**src/rtl/obstacle_slot_scheduler.sv**
```systemverilog
// ---------------------------------------------------------------------------
// obstacle_slot_scheduler
//
// Owns the fixed-size obstacle table read by the track renderer and the
// death checker. Free slots are handed out to spawn requests from the
// obstacle generator. On every frame trigger the table is swept one slot per
// cycle: each active obstacle moves toward the player by the latched speed,
// and an obstacle whose position would reach or pass the player is retired.
//
// Ports:
//   clk_in         system clock (65 MHz domain)
//   rst_n_in       synchronous active-low reset, highest priority
//   game_reset     synchronous active-high table clear, aborts a sweep
//   frame_trigger  one-cycle pulse per video frame, starts a sweep from IDLE
//   speed          position decrement per frame, latched at sweep start
//   spawn_req      level request, held until spawn_ack or spawn_reject
//   spawn_type     sprite type for the new obstacle
//   spawn_lane     lane for the new obstacle (0..2)
//   spawn_ack      one-cycle pulse, request accepted and slot written
//   spawn_reject   one-cycle pulse, request refused, table unchanged
//   busy           high while a sweep is in progress
//   active_count   number of active slots (registered)
//   slots_out      flat table, slot i = {type, pos, lane, active}
//
// Build option:
//   OBSTACLE_LANE_GUARD_EN  when defined, a spawn is refused if any active
//                           obstacle in the requested lane is still closer
//                           than MIN_GAP to SPAWN_POS.
// ---------------------------------------------------------------------------
module obstacle_slot_scheduler #(
   parameter int unsigned NUM_SLOTS = 10,
   parameter int unsigned POS_W     = 11,
   parameter int unsigned SPAWN_POS = 1023,
   parameter int unsigned MIN_GAP   = 128
) (
   input  logic                                 clk_in,
   input  logic                                 rst_n_in,
   input  logic                                 game_reset,
   input  logic                                 frame_trigger,
   input  logic [3:0]                           speed,
   input  logic                                 spawn_req,
   input  logic [1:0]                           spawn_type,
   input  logic [1:0]                           spawn_lane,
   output logic                                 spawn_ack,
   output logic                                 spawn_reject,
   output logic                                 busy,
   output logic [$clog2(NUM_SLOTS+1)-1:0]       active_count,
   output logic [NUM_SLOTS*(POS_W+5)-1:0]       slots_out
);

   localparam int unsigned CNT_W  = $clog2(NUM_SLOTS + 1);
   localparam int unsigned IDX_W  = $clog2(NUM_SLOTS);
   localparam int unsigned SLOT_W = POS_W + 5;
   localparam int          GUARD_LIM = int'(SPAWN_POS) - int'(MIN_GAP);

`ifdef OBSTACLE_LANE_GUARD_EN
   localparam bit GUARD_EN = 1'b1;
`else
   localparam bit GUARD_EN = 1'b0;
`endif

   typedef enum logic {IDLE, SWEEP} state_t;

   state_t                 state_q, state_d;
   logic [IDX_W-1:0]       idx_q, idx_d;
   logic [3:0]             speed_q, speed_d;
   logic [1:0]             type_q [NUM_SLOTS];
   logic [1:0]             type_d [NUM_SLOTS];
   logic [POS_W-1:0]       pos_q  [NUM_SLOTS];
   logic [POS_W-1:0]       pos_d  [NUM_SLOTS];
   logic [1:0]             lane_q [NUM_SLOTS];
   logic [1:0]             lane_d [NUM_SLOTS];
   logic [NUM_SLOTS-1:0]   act_q, act_d;
   logic [CNT_W-1:0]       cnt_q, cnt_d;
   logic                   ack_q, ack_d;
   logic                   rej_q, rej_d;

   logic                   free_found;
   logic [IDX_W-1:0]       free_idx;
   logic                   lane_hit;
   logic                   lane_blocked;
   logic [POS_W-1:0]       spd_ext;

   // Lowest-index inactive slot.
   always_comb begin
      free_found = 1'b0;
      free_idx   = '0;
      for (int unsigned i = 0; i < NUM_SLOTS; i++) begin
         if (!act_q[i] && !free_found) begin
            free_found = 1'b1;
            free_idx   = IDX_W'(i);
         end
      end
   end

   // Same-lane spacing check; only takes effect when the guard is built in.
   always_comb begin
      lane_hit = 1'b0;
      for (int unsigned i = 0; i < NUM_SLOTS; i++) begin
         if (act_q[i] && (lane_q[i] == spawn_lane) && (int'(pos_q[i]) > GUARD_LIM))
            lane_hit = 1'b1;
      end
   end

   assign lane_blocked = GUARD_EN && lane_hit;

   // Next-state, table update and response pulses.
   always_comb begin
      state_d = state_q;
      idx_d   = idx_q;
      speed_d = speed_q;
      type_d  = type_q;
      pos_d   = pos_q;
      lane_d  = lane_q;
      act_d   = act_q;
      cnt_d   = cnt_q;
      ack_d   = 1'b0;
      rej_d   = 1'b0;
      busy    = (state_q == SWEEP);
      spd_ext = POS_W'(speed_q);

      if (game_reset) begin
         for (int unsigned i = 0; i < NUM_SLOTS; i++) begin
            type_d[i] = '0;
            pos_d[i]  = '0;
            lane_d[i] = '0;
         end
         act_d   = '0;
         cnt_d   = '0;
         idx_d   = '0;
         state_d = IDLE;
      end else begin
         case (state_q)
            IDLE: begin
               if (frame_trigger) begin
                  speed_d = speed;
                  idx_d   = '0;
                  state_d = SWEEP;
               end else if (spawn_req && !ack_q && !rej_q) begin
                  // The pulse registers block re-evaluating a request that
                  // the requester has not yet had a chance to drop.
                  if (lane_blocked || !free_found) begin
                     rej_d = 1'b1;
                  end else begin
                     type_d[free_idx] = spawn_type;
                     pos_d[free_idx]  = POS_W'(SPAWN_POS);
                     lane_d[free_idx] = spawn_lane;
                     act_d[free_idx]  = 1'b1;
                     cnt_d            = cnt_q + CNT_W'(1);
                     ack_d            = 1'b1;
                  end
               end
            end
            SWEEP: begin
               if (act_q[idx_q]) begin
                  if (pos_q[idx_q] <= spd_ext) begin
                     act_d[idx_q] = 1'b0;
                     pos_d[idx_q] = '0;
                     cnt_d        = cnt_q - CNT_W'(1);
                  end else begin
                     pos_d[idx_q] = pos_q[idx_q] - spd_ext;
                  end
               end
               if (idx_q == IDX_W'(NUM_SLOTS - 1)) begin
                  idx_d   = '0;
                  state_d = IDLE;
               end else begin
                  idx_d = idx_q + IDX_W'(1);
               end
            end
            default: state_d = IDLE;
         endcase
      end
   end

   always_ff @(posedge clk_in) begin
      if (!rst_n_in) begin
         state_q <= IDLE;
         idx_q   <= '0;
         speed_q <= '0;
         for (int unsigned i = 0; i < NUM_SLOTS; i++) begin
            type_q[i] <= '0;
            pos_q[i]  <= '0;
            lane_q[i] <= '0;
         end
         act_q   <= '0;
         cnt_q   <= '0;
         ack_q   <= 1'b0;
         rej_q   <= 1'b0;
      end else begin
         state_q <= state_d;
         idx_q   <= idx_d;
         speed_q <= speed_d;
         type_q  <= type_d;
         pos_q   <= pos_d;
         lane_q  <= lane_d;
         act_q   <= act_d;
         cnt_q   <= cnt_d;
         ack_q   <= ack_d;
         rej_q   <= rej_d;
      end
   end

   assign spawn_ack    = ack_q;
   assign spawn_reject = rej_q;
   assign active_count = cnt_q;

   always_comb begin
      slots_out = '0;
      for (int unsigned i = 0; i < NUM_SLOTS; i++)
         slots_out[i*SLOT_W +: SLOT_W] = {type_q[i], pos_q[i], lane_q[i], act_q[i]};
   end

endmodule

```
**config.mk**
```make
export PLATFORM = sky130hd
export DESIGN_NAME = obstacle_slot_scheduler
export DESIGN_NICKNAME = d
export VERILOG_FILES = /design/src/rtl/obstacle_slot_scheduler.sv
export SDC_FILE = /design/constraint.sdc
export NUM_CORES = 1
export LEC_CHECK = 0
export ABC_AREA = 1
export BUFFER_PORTS_ARGS = -buffer_cell sky130_fd_sc_hd__buf_4
export CELL_PAD_IN_SITES_DETAIL_PLACEMENT = 0
export CELL_PAD_IN_SITES_GLOBAL_PLACEMENT = 1
export CORE_ASPECT_RATIO = 1.1
export CORE_MARGIN = 5
export CORE_UTILIZATION = 39
export DETAILED_ROUTE_END_ITERATION = 7
export PLACE_DENSITY = 0.81
export SKIP_CTS_REPAIR_TIMING = 1
export SLEW_MARGIN = 20
export SYNTH_ARGS = -nofsm -noshare
export SYNTH_HDL_FRONTEND = slang
export SYNTH_SLANG_ARGS = --single-unit
```
**constraint.sdc**
```tcl
create_clock -name clk_in -period 3.85 [get_ports clk_in]
set_input_delay 0.385 -clock clk_in [delete_from_list [all_inputs] [get_ports clk_in]]
set_output_delay 0.385 -clock clk_in [all_outputs]
set_load 0.005 [all_outputs]
```
==> impl_results.rst, run 1 <==
.. list-table::
   :header-rows: 1

   * - Metric
     - Value
   * - Maximum number of pins on one net before global-route repair
     - between 70 and 80
   * - Leftover overflow at the end of global routing
     - 0
   * - Via-per-instance ratio
     - about 5.1
   * - Fin Clk Skew
     - approximately 0.016 ns
   * - Total power after layout
     - about 4.6 mW
   * - Cell repeated most along the worst path
     - nand2_1
   * - Number of standard cells in the final layout excluding fillers
     - about 2,200
   * - Critical path endpoint category
     - register
   * - # IOs
     - between 150 and 200
   * - Total via count after detailed routing
     - roughly 11,000
   * - Count of nets left with antenna violations after detail routing
     - 0
   * - Final setup vio count
     - 0
   * - Row count
     - 62
   * - Final count of pins violating max slew
     - 0
   * - Count of cell types in the netlist
     - 40
   * - Global placement routability congestion
     - ~0.94
   * - Crit path launch type
     - register
   * - Max Cap Viol
     - 0
   * - Die Outline Area
     - between 20,000 and 30,000 um^2
   * - Final sum of negative setup slack
     - 0 ns
   * - Multi-input gate area in the final layout
     - 5610 um^2
   * - Synthesized netlist net count
     - 1,694
   * - Clock group share of total power
     - just over 40%
   * - H-Tree Depth
     - 4
   * - Count of endpoints failing hold in the final timing report
     - 0
   * - Unrepaired setup endpoints after global routing
     - no
   * - Global-route wire length before repair
     - roughly 61,000 um
   * - PwrDens
     - between 300 and 400 nW/um^2
   * - Initial detailed-routing violation count
     - just under 1,000
   * - Worst setup path class
     - register to register
   * - Synthesis-to-finish area growth
     - 24.8%
   * - Critical path peak fanout
     - 17
   * - Critical path data required time
     - approximately 4.2 ns
   * - Internal Pwr Total
     - ~3.1 mW
   * - Number of antenna violations at the first check in global routing
     - 0
   * - Detailed Routing Iterations Pass 1
     - 5
   * - Top flip-flop cell by instance count after synthesis
     - dfxtp_1
   * - Number of enable-type register cells in the synthesized netlist
     - 0
   * - Inserted Clock Buffers
     - 17
   * - Post-route fraction of the period consumed by the critical path
     - between 90 and 100%
   * - Number of placed instances with taps included
     - approximately 2,200
   * - Largest cells by area after synthesis
     - dfxtp_1, nand2_1, nor2_1
   * - DRT Wirelength
     - roughly 40,000 um
   * - Worst hold-check path type
     - primary input to register
   * - Cell type with the largest total area after synthesis
     - dfxtp_1
   * - Achievable frequency
     - ~280 MHz
   * - Design Area, Final
     - ~13,000 um^2
   * - Fraction of layout instances using a drive strength above 1
     - approximately 17%
   * - Sw Share
     - about a third
   * - Footprint of the flip-flops and latches
     - between 3000 and 4000 um^2
   * - Power spent charging and discharging nets
     - between 1.5 and 2 mW
   * - Peak VDD IR
     - roughly 0.32 mV
   * - Most instantiated cells after synthesis
     - nand2_1, nor2_1, dfxtp_1, inv_1, o21ai_0
   * - TritonCTS clock tree
     - yes
   * - Initial Utilization
     - about two fifths
   * - Fin Hold WS
     - about 0.19 ns
   * - Clock-pin slew reported for the worst setup and hold paths after clock tree synthesis
     - 0.07 ns
   * - Buffer cell driving the clock tree root
     - clkbuf_16
   * - Warning count from the yosys run
     - 0
   * - Number of instances in the synthesized netlist
     - roughly 1,700
   * - Area share of the largest cell type after synthesis
     - 34.5%
   * - # port buffers
     - about 180
   * - Synth async-reset ratio
     - 0%
   * - Crit-path cells
     - inv_2 -> buf_6 -> nor2_4 -> nand2_2 -> inv_2 -> a22oi_1 -> nand3_1 -> ha_1 -> a21oi_1 -> o21ai_0 -> nand2_1 -> nand2_1 -> nor2_2 -> nand3_2 -> nand2_4 -> nand2_4 -> nand2_1 -> nand2_2 -> nand2_1 -> nand2_2 -> nor2_1 -> nor2_1
   * - Post-synthesis instance area
     - 10,100 um^2
   * - Placeable core region
     - approximately 26,000 um^2
   * - Result of the run
     - finished clean
   * - Clk_lat worst skew
     - 0.44 ns
   * - Fin crit period
     - 3.56 ns
   * - Syn_area_per_cell
     - 6.07 um^2
   * - Data arrival at the endpoint of the critical path
     - just under 4 ns
   * - Placed standard-cell area
     - between 10,000 and 15,000 um^2
   * - Sequential power share
     - between 40% and 50%
   * - Sequential share of the synthesized area
     - between 30% and 40%
   * - Register bit total from synthesis
     - roughly 180
   * - Horizontal extent of the die
     - between 150 and 200 um
   * - Slowest cell on the critical path
     - dfxtp_2
   * - Max transition margin
     - ~39%
   * - Cell with the most instances after synthesis
     - nand2_1
   * - Count of nets after finishing
     - between 1,500 and 2,000
   * - Number of DRC violations after detailed routing
     - 0
   * - Maximum single-stage delay on the critical path
     - 0.42 ns
   * - Height of the die
     - 179 um
   * - Worst slew pin tran
     - roughly 0.92 ns
   * - Leak
     - 6.00 nW
   * - Number of clock sinks
     - roughly 180
   * - Antenna Cells
     - 0
   * - Fillers
     - between 2,000 and 3,000
   * - Combinational Power Share
     - a little under a fifth
   * - Post-detailed-route wirelength per cell
     - about 18 um
   * - Maximum count of clock buffers along a single path
     - 2
   * - DP HPWL
     - between 20,000 and 30,000 um
   * - Number of global-route vias before repair
     - 10,600
   * - Total global-route track usage
     - a little over a quarter
power by group through the flow:
stage | registers [mW] | clock network [mW] | logic [mW]
5_1_grt | 1.86 | 1.94 | 0.925
4_1_cts | 1.85 | 1.87 | 0.852
6_report | 1.85 | 1.85 | 0.868
3_3_place_gp | 1.89 | 0 | 0.851
3_5_place_dp | 1.89 | 0 | 0.849
2_1_floorplan | 1.89 | 0 | 0.504
layer usage:
| metal | GRT usage (%) | wire length [um] |
|---|---|---|
| met1 | 34.8 | 17800 |
| met2 | 46.1 | 19100 |
| met3 | 3.66 | 1930 |
| met4 | 6.71 | 727 |
| met5 | 0 | 0 |
kinds of logic (layout without fill, tap and decap cells):
logic type,Yosys count,count (layout),synth area share [%]
adders and majority gates,8,8,1.13
buffers and inverters,253,451,10.4
DFF,175,175,34.5
xor gates and xnor gates,9,9,0.777
and+or+nand+nor,957,957,38.7
AOI/OAI and AO/OA,271,271,14.4
registers in the layout, indices dropped and copies added (netlist names):
name / count
idx_q: 4
speed_q: 4
busy: 1
slots_out: 150
active_count: 4
act_q: 10
spawn_reject: 1
spawn_ack: 1
metrics by stage:
step	setup WS [ns]	utilization, %
6_report	0.287	48.9
5_1_grt	0.00362	48.9
3_5_place_dp	0.126	46.4
4_1_cts	0.104	48.7
3_3_place_gp	0.183	46.4
2_1_floorplan	0.395	-
worst paths after layout:
kind / startpoint / end / slack, ns / cells after the start
max: idx_q[0] / slots_out[105] / 0.29 / 22
min: speed[0] / speed_q[0] / 0.19 / 3
max reg2reg: idx_q[0] / slots_out[105] / 0.29 / 22
min reg2reg: slots_out[94] / slots_out[94] / 0.45 / 2
worst max-delay path, delay by kind of cell (launching register included):
kind                     cells  cell delay, ns
adder cells (fa/ha/maj)      1            0.27
flip-flops                   1            0.42
AO/OA/AOI/OAI                3            0.40
AND/OR/NAND/NOR             15            2.00
buffers and inverters        3            0.36
layout by cell type, fill, tap and decap left out, drive strengths merged:
cell,count
a211oi,7
or3b,1
ha,6
fa,2
nor2,285
clkinvlp,2
nor3,15
clkbuf,18
a221oi,2
clkinv,1
o31ai,1
a21oi,69
xor2,9
a31oi,4
nand3,86
o21bai,2
nand4,10
or2,3
o211ai,6
buf,237
nor3b,1
o21ai,146
inv,191
bufinv,2
nand2,552
a22oi,9
nor4,2
dfxtp,175
o221ai,1
o22ai,24
and2,2
layout make-up:
cell class,instances,area share [%]
clock buffer,18,3.47
clock inverter,14,1.31
inverter,182,5.39
multi-input combinational,1245,44.3
sequential,175,27.7
tap,352,3.48
timing repair buffer,237,14.4
(Power assumes the default switching activity.)
==> inputs of run 2 (changes only) <==
- CORE_ASPECT_RATIO: 1.1 -> default
==> impl_results.rst, run 2 (synthesis results as in run 1) <==
.. list-table::
   :header-rows: 1

   * - Metric
     - Value
   * - Initial Utilization
     - 39.3% (was 39.2%)
   * - Height of the die
     - 171 um (was 179 um)
   * - Maximum count of clock buffers along a single path
     - 2 (unchanged)
   * - Cell repeated most along the worst path
     - nor2_1 (was nand2_1)
   * - Buffers & Inverters on Critical Path
     - 4 (was 3)
   * - Post-route fraction of the period consumed by the critical path
     - 94.6% (was 92.6%)
   * - Horizontal extent of the die
     - 171 um (was 164 um)
   * - DP HPWL
     - 28,900 um (was 29,200 um)
   * - Worst hold-check path type
     - primary input to register (unchanged)
   * - Result of the run
     - finished clean (unchanged)
   * - Launching point of the worst reg2reg path
     - idx_q[0] (unchanged)
   * - Unrepaired setup endpoints after global routing
     - no (unchanged)
   * - Critical path data required time
     - 4.18 ns (about the same)
   * - # port buffers
     - 179 (unchanged)
   * - Achievable frequency
     - 275 MHz (was 281 MHz)
   * - Worst setup path class
     - register to register (unchanged)
   * - Design Area, Final
     - 12,700 um^2 (about the same)
   * - Antenna Cells
     - 0 (unchanged)
   * - Leftover overflow at the end of global routing
     - 0 (unchanged)
   * - Row count
     - 59 (was 62)
   * - Critical path endpoint category
     - register (unchanged)
   * - Post-detailed-route wirelength per cell
     - 18.1 um (was 17.8 um)
   * - Minimum setup slack after placement
     - -0.176 ns (was 0.126 ns)
   * - Total power after layout
     - 4.64 mW (was 4.57 mW)
   * - Maximum number of pins on one net before global-route repair
     - 136 (was 78)
   * - Critical path launch point
     - idx_q[0] (unchanged)
   * - Peak VDD IR
     - 0.290 mV (was 0.320 mV)
   * - Number of antenna violations at the first check in global routing
     - 0 (unchanged)
   * - Commonest non-fill, non-tap cell in the layout
     - nand2_1 (unchanged)
   * - Inserted Clock Buffers
     - 17 (unchanged)
   * - Placed standard-cell area
     - 12,100 um^2 (was 12,000 um^2)
   * - Critical path endpoint
     - slots_out[11] (was slots_out[105])
   * - Max transition margin
     - 35.0% (was 39.0%)
   * - Clock-pin slew reported for the worst setup and hold paths after clock tree synthesis
     - 0.08 ns (was 0.07 ns)
   * - Buffer cell driving the clock tree root
     - clkbuf_16 (unchanged)
   * - Fin crit period
     - 3.64 ns (was 3.56 ns)
   * - Final count of pins violating max slew
     - 0 (unchanged)
   * - Final setup vio count
     - 0 (unchanged)
   * - Fillers
     - 2,731 (was 2,802)
   * - Crit path launch type
     - register (unchanged)
   * - H-Tree Depth
     - 4 (unchanged)
   * - Count of nets after finishing
     - 1,878 (was 1,879)
   * - Logic depth of the worst setup path including buffers
     - 18 (was 22)
   * - Number of DRC violations after detailed routing
     - 0 (unchanged)
   * - R2R Setup Slk
     - 0.21 ns (was 0.29 ns)
   * - Number of global-route vias before repair
     - 10,400 (was 10,600)
   * - Number of flip-flops in the largest register
     - 150 (unchanged)
   * - Synthesis-to-finish area growth
     - 25.6% (was 24.8%)
   * - Slowest cell on the critical path
     - fa_1 (was dfxtp_2)
   * - End of the worst register-to-register path
     - slots_out[11] (was slots_out[105])
   * - Clk_lat worst skew
     - 0.44 ns (about the same)
   * - PwrDens
     - 364 nW/um^2 (was 361 nW/um^2)
   * - Fraction of layout instances using a drive strength above 1
     - 17.6% (was 17.5%)
   * - Number of clock sinks
     - 175 (unchanged)
   * - Count of nets left with antenna violations after detail routing
     - 0 (unchanged)
   * - Critical path peak fanout
     - 17 (unchanged)
   * - Die Outline Area
     - 29,300 um^2 (about the same)
   * - Placeable core region
     - 25,800 um^2 (was 25,900 um^2)
   * - Leading cell types in the layout, fill and taps excluded
     - nand2_1, nor2_1, buf_4 (unchanged)
   * - Global placement routability congestion
     - 0.937 (was 0.942)
   * - Fin Hold WS
     - 0.192 ns (about the same)
   * - Global-route wire length before repair
     - 61,200 um (was 60,800 um)
   * - Detailed Routing Iterations Pass 1
     - 8 (was 5)
   * - Crit-path cells
     - inv_2 -> buf_6 -> nor2_4 -> a22oi_1 -> o221ai_1 -> a221oi_2 -> ha_1 -> inv_1 -> fa_1 -> nand3_1 -> and2_1 -> nand2_1 -> nor2_2 -> xor2_2 -> buf_4 -> o21ai_0 -> nor2_1 -> nor2_1 (was inv_2 -> buf_6 -> nor2_4 -> nand2_2 -> inv_2 -> a22oi_1 -> nand3_1 -> ha_1 -> a21oi_1 -> o21ai_0 -> nand2_1 -> nand2_1 -> nor2_2 -> nand3_2 -> nand2_4 -> nand2_4 -> nand2_1 -> nand2_2 -> nand2_1 -> nand2_2 -> nor2_1 -> nor2_1)
   * - Worst slew pin tran
     - 0.974 ns (was 0.916 ns)
   * - DRT Wirelength
     - 39,900 um (was 39,600 um)
   * - Maximum single-stage delay on the critical path
     - 0.39 ns (was 0.42 ns)
   * - Initial detailed-routing violation count
     - 1,203 (was 979)
   * - Total global-route track usage
     - 26.6% (about the same)
   * - Logic depth of the worst register-to-register path
     - 18 (was 22)
   * - Count of endpoints failing hold in the final timing report
     - 0 (unchanged)
   * - Leak
     - 6.04 nW (was 6.00 nW)
   * - Total via count after detailed routing
     - 11,500 (was 11,300)
   * - TritonCTS clock tree
     - yes (unchanged)
   * - Fin Clk Skew
     - 0.0133 ns (was 0.0163 ns)
   * - Via-per-instance ratio
     - 5.23 (was 5.09)
   * - Fin worst setup slack
     - 0.209 ns (was 0.287 ns)
   * - Family with the most delay on the worst path
     - simple AND/OR/NAND/NOR gates (unchanged)
   * - Data arrival at the endpoint of the critical path
     - 3.98 ns (was 3.89 ns)
   * - # IOs
     - 180 (unchanged)
   * - Max Cap Viol
     - 0 (unchanged)
[run 2: tightest hold or removal path, stage by stage]
cell and delay [ns]:
buf_4 0.08, nor2_1 0.04, nor2_1 0.08
[run 2: worst min-delay path by stage]
stage,cells past startpoint,from,slack (ns),to
after floorplan,2,speed_q[2],0.43,speed_q[2]
after global placement,2,slots_out[94],0.43,slots_out[94]
after detailed placement,2,slots_out[31],0.44,slots_out[31]
after CTS,3,speed[0],0.19,speed_q[0]
after global routing,3,speed[0],0.20,speed_q[0]
final,3,speed[0],0.19,speed_q[0]
[run 2: layer usage]
| layer | up-vias | global-route usage (%) | wire length (um) |
|---|---|---|---|
| met5 | - | 0 | 0 |
| met4 | 0 | 9.75 | 1460 |
| met3 | 81 | 3.88 | 2950 |
| met2 | 514 | 42.0 | 17800 |
| met1 | 5287 | 37.0 | 17700 |
| li1 | 5657 | - | - |
[run 2: per-stage QoR]
step,TNS [ns],std cells,util [%]
3_3_place_gp,-0.637,2173,46.7
6_report,0,2205,49.3
2_1_floorplan,0,1673,-
5_1_grt,0,2205,49.3
3_5_place_dp,-1.16,2173,46.7
4_1_cts,-1.39,2205,49.1
[run 2: power breakdown]
part / total [mW] / switching, mW / internal (mW)
logic: 0.939 / 0.662 / 0.277
registers: 1.85 / 0.0216 / 1.83
clock network: 1.85 / 0.848 / 1.00
total: 4.64 / 1.53 / 3.11
[run 2: layout make-up]
class / count / area, um^2 / share of cell area [%]
clock buffer: 18 / 439 / 3.44
timing repair buffer: 236 / 1870 / 14.7
sequential: 175 / 3510 / 27.5
clock inverter: 14 / 173 / 1.35
tap: 335 / 419 / 3.29
inverter: 182 / 683 / 5.36
multi-input combinational: 1245 / 5660 / 44.4
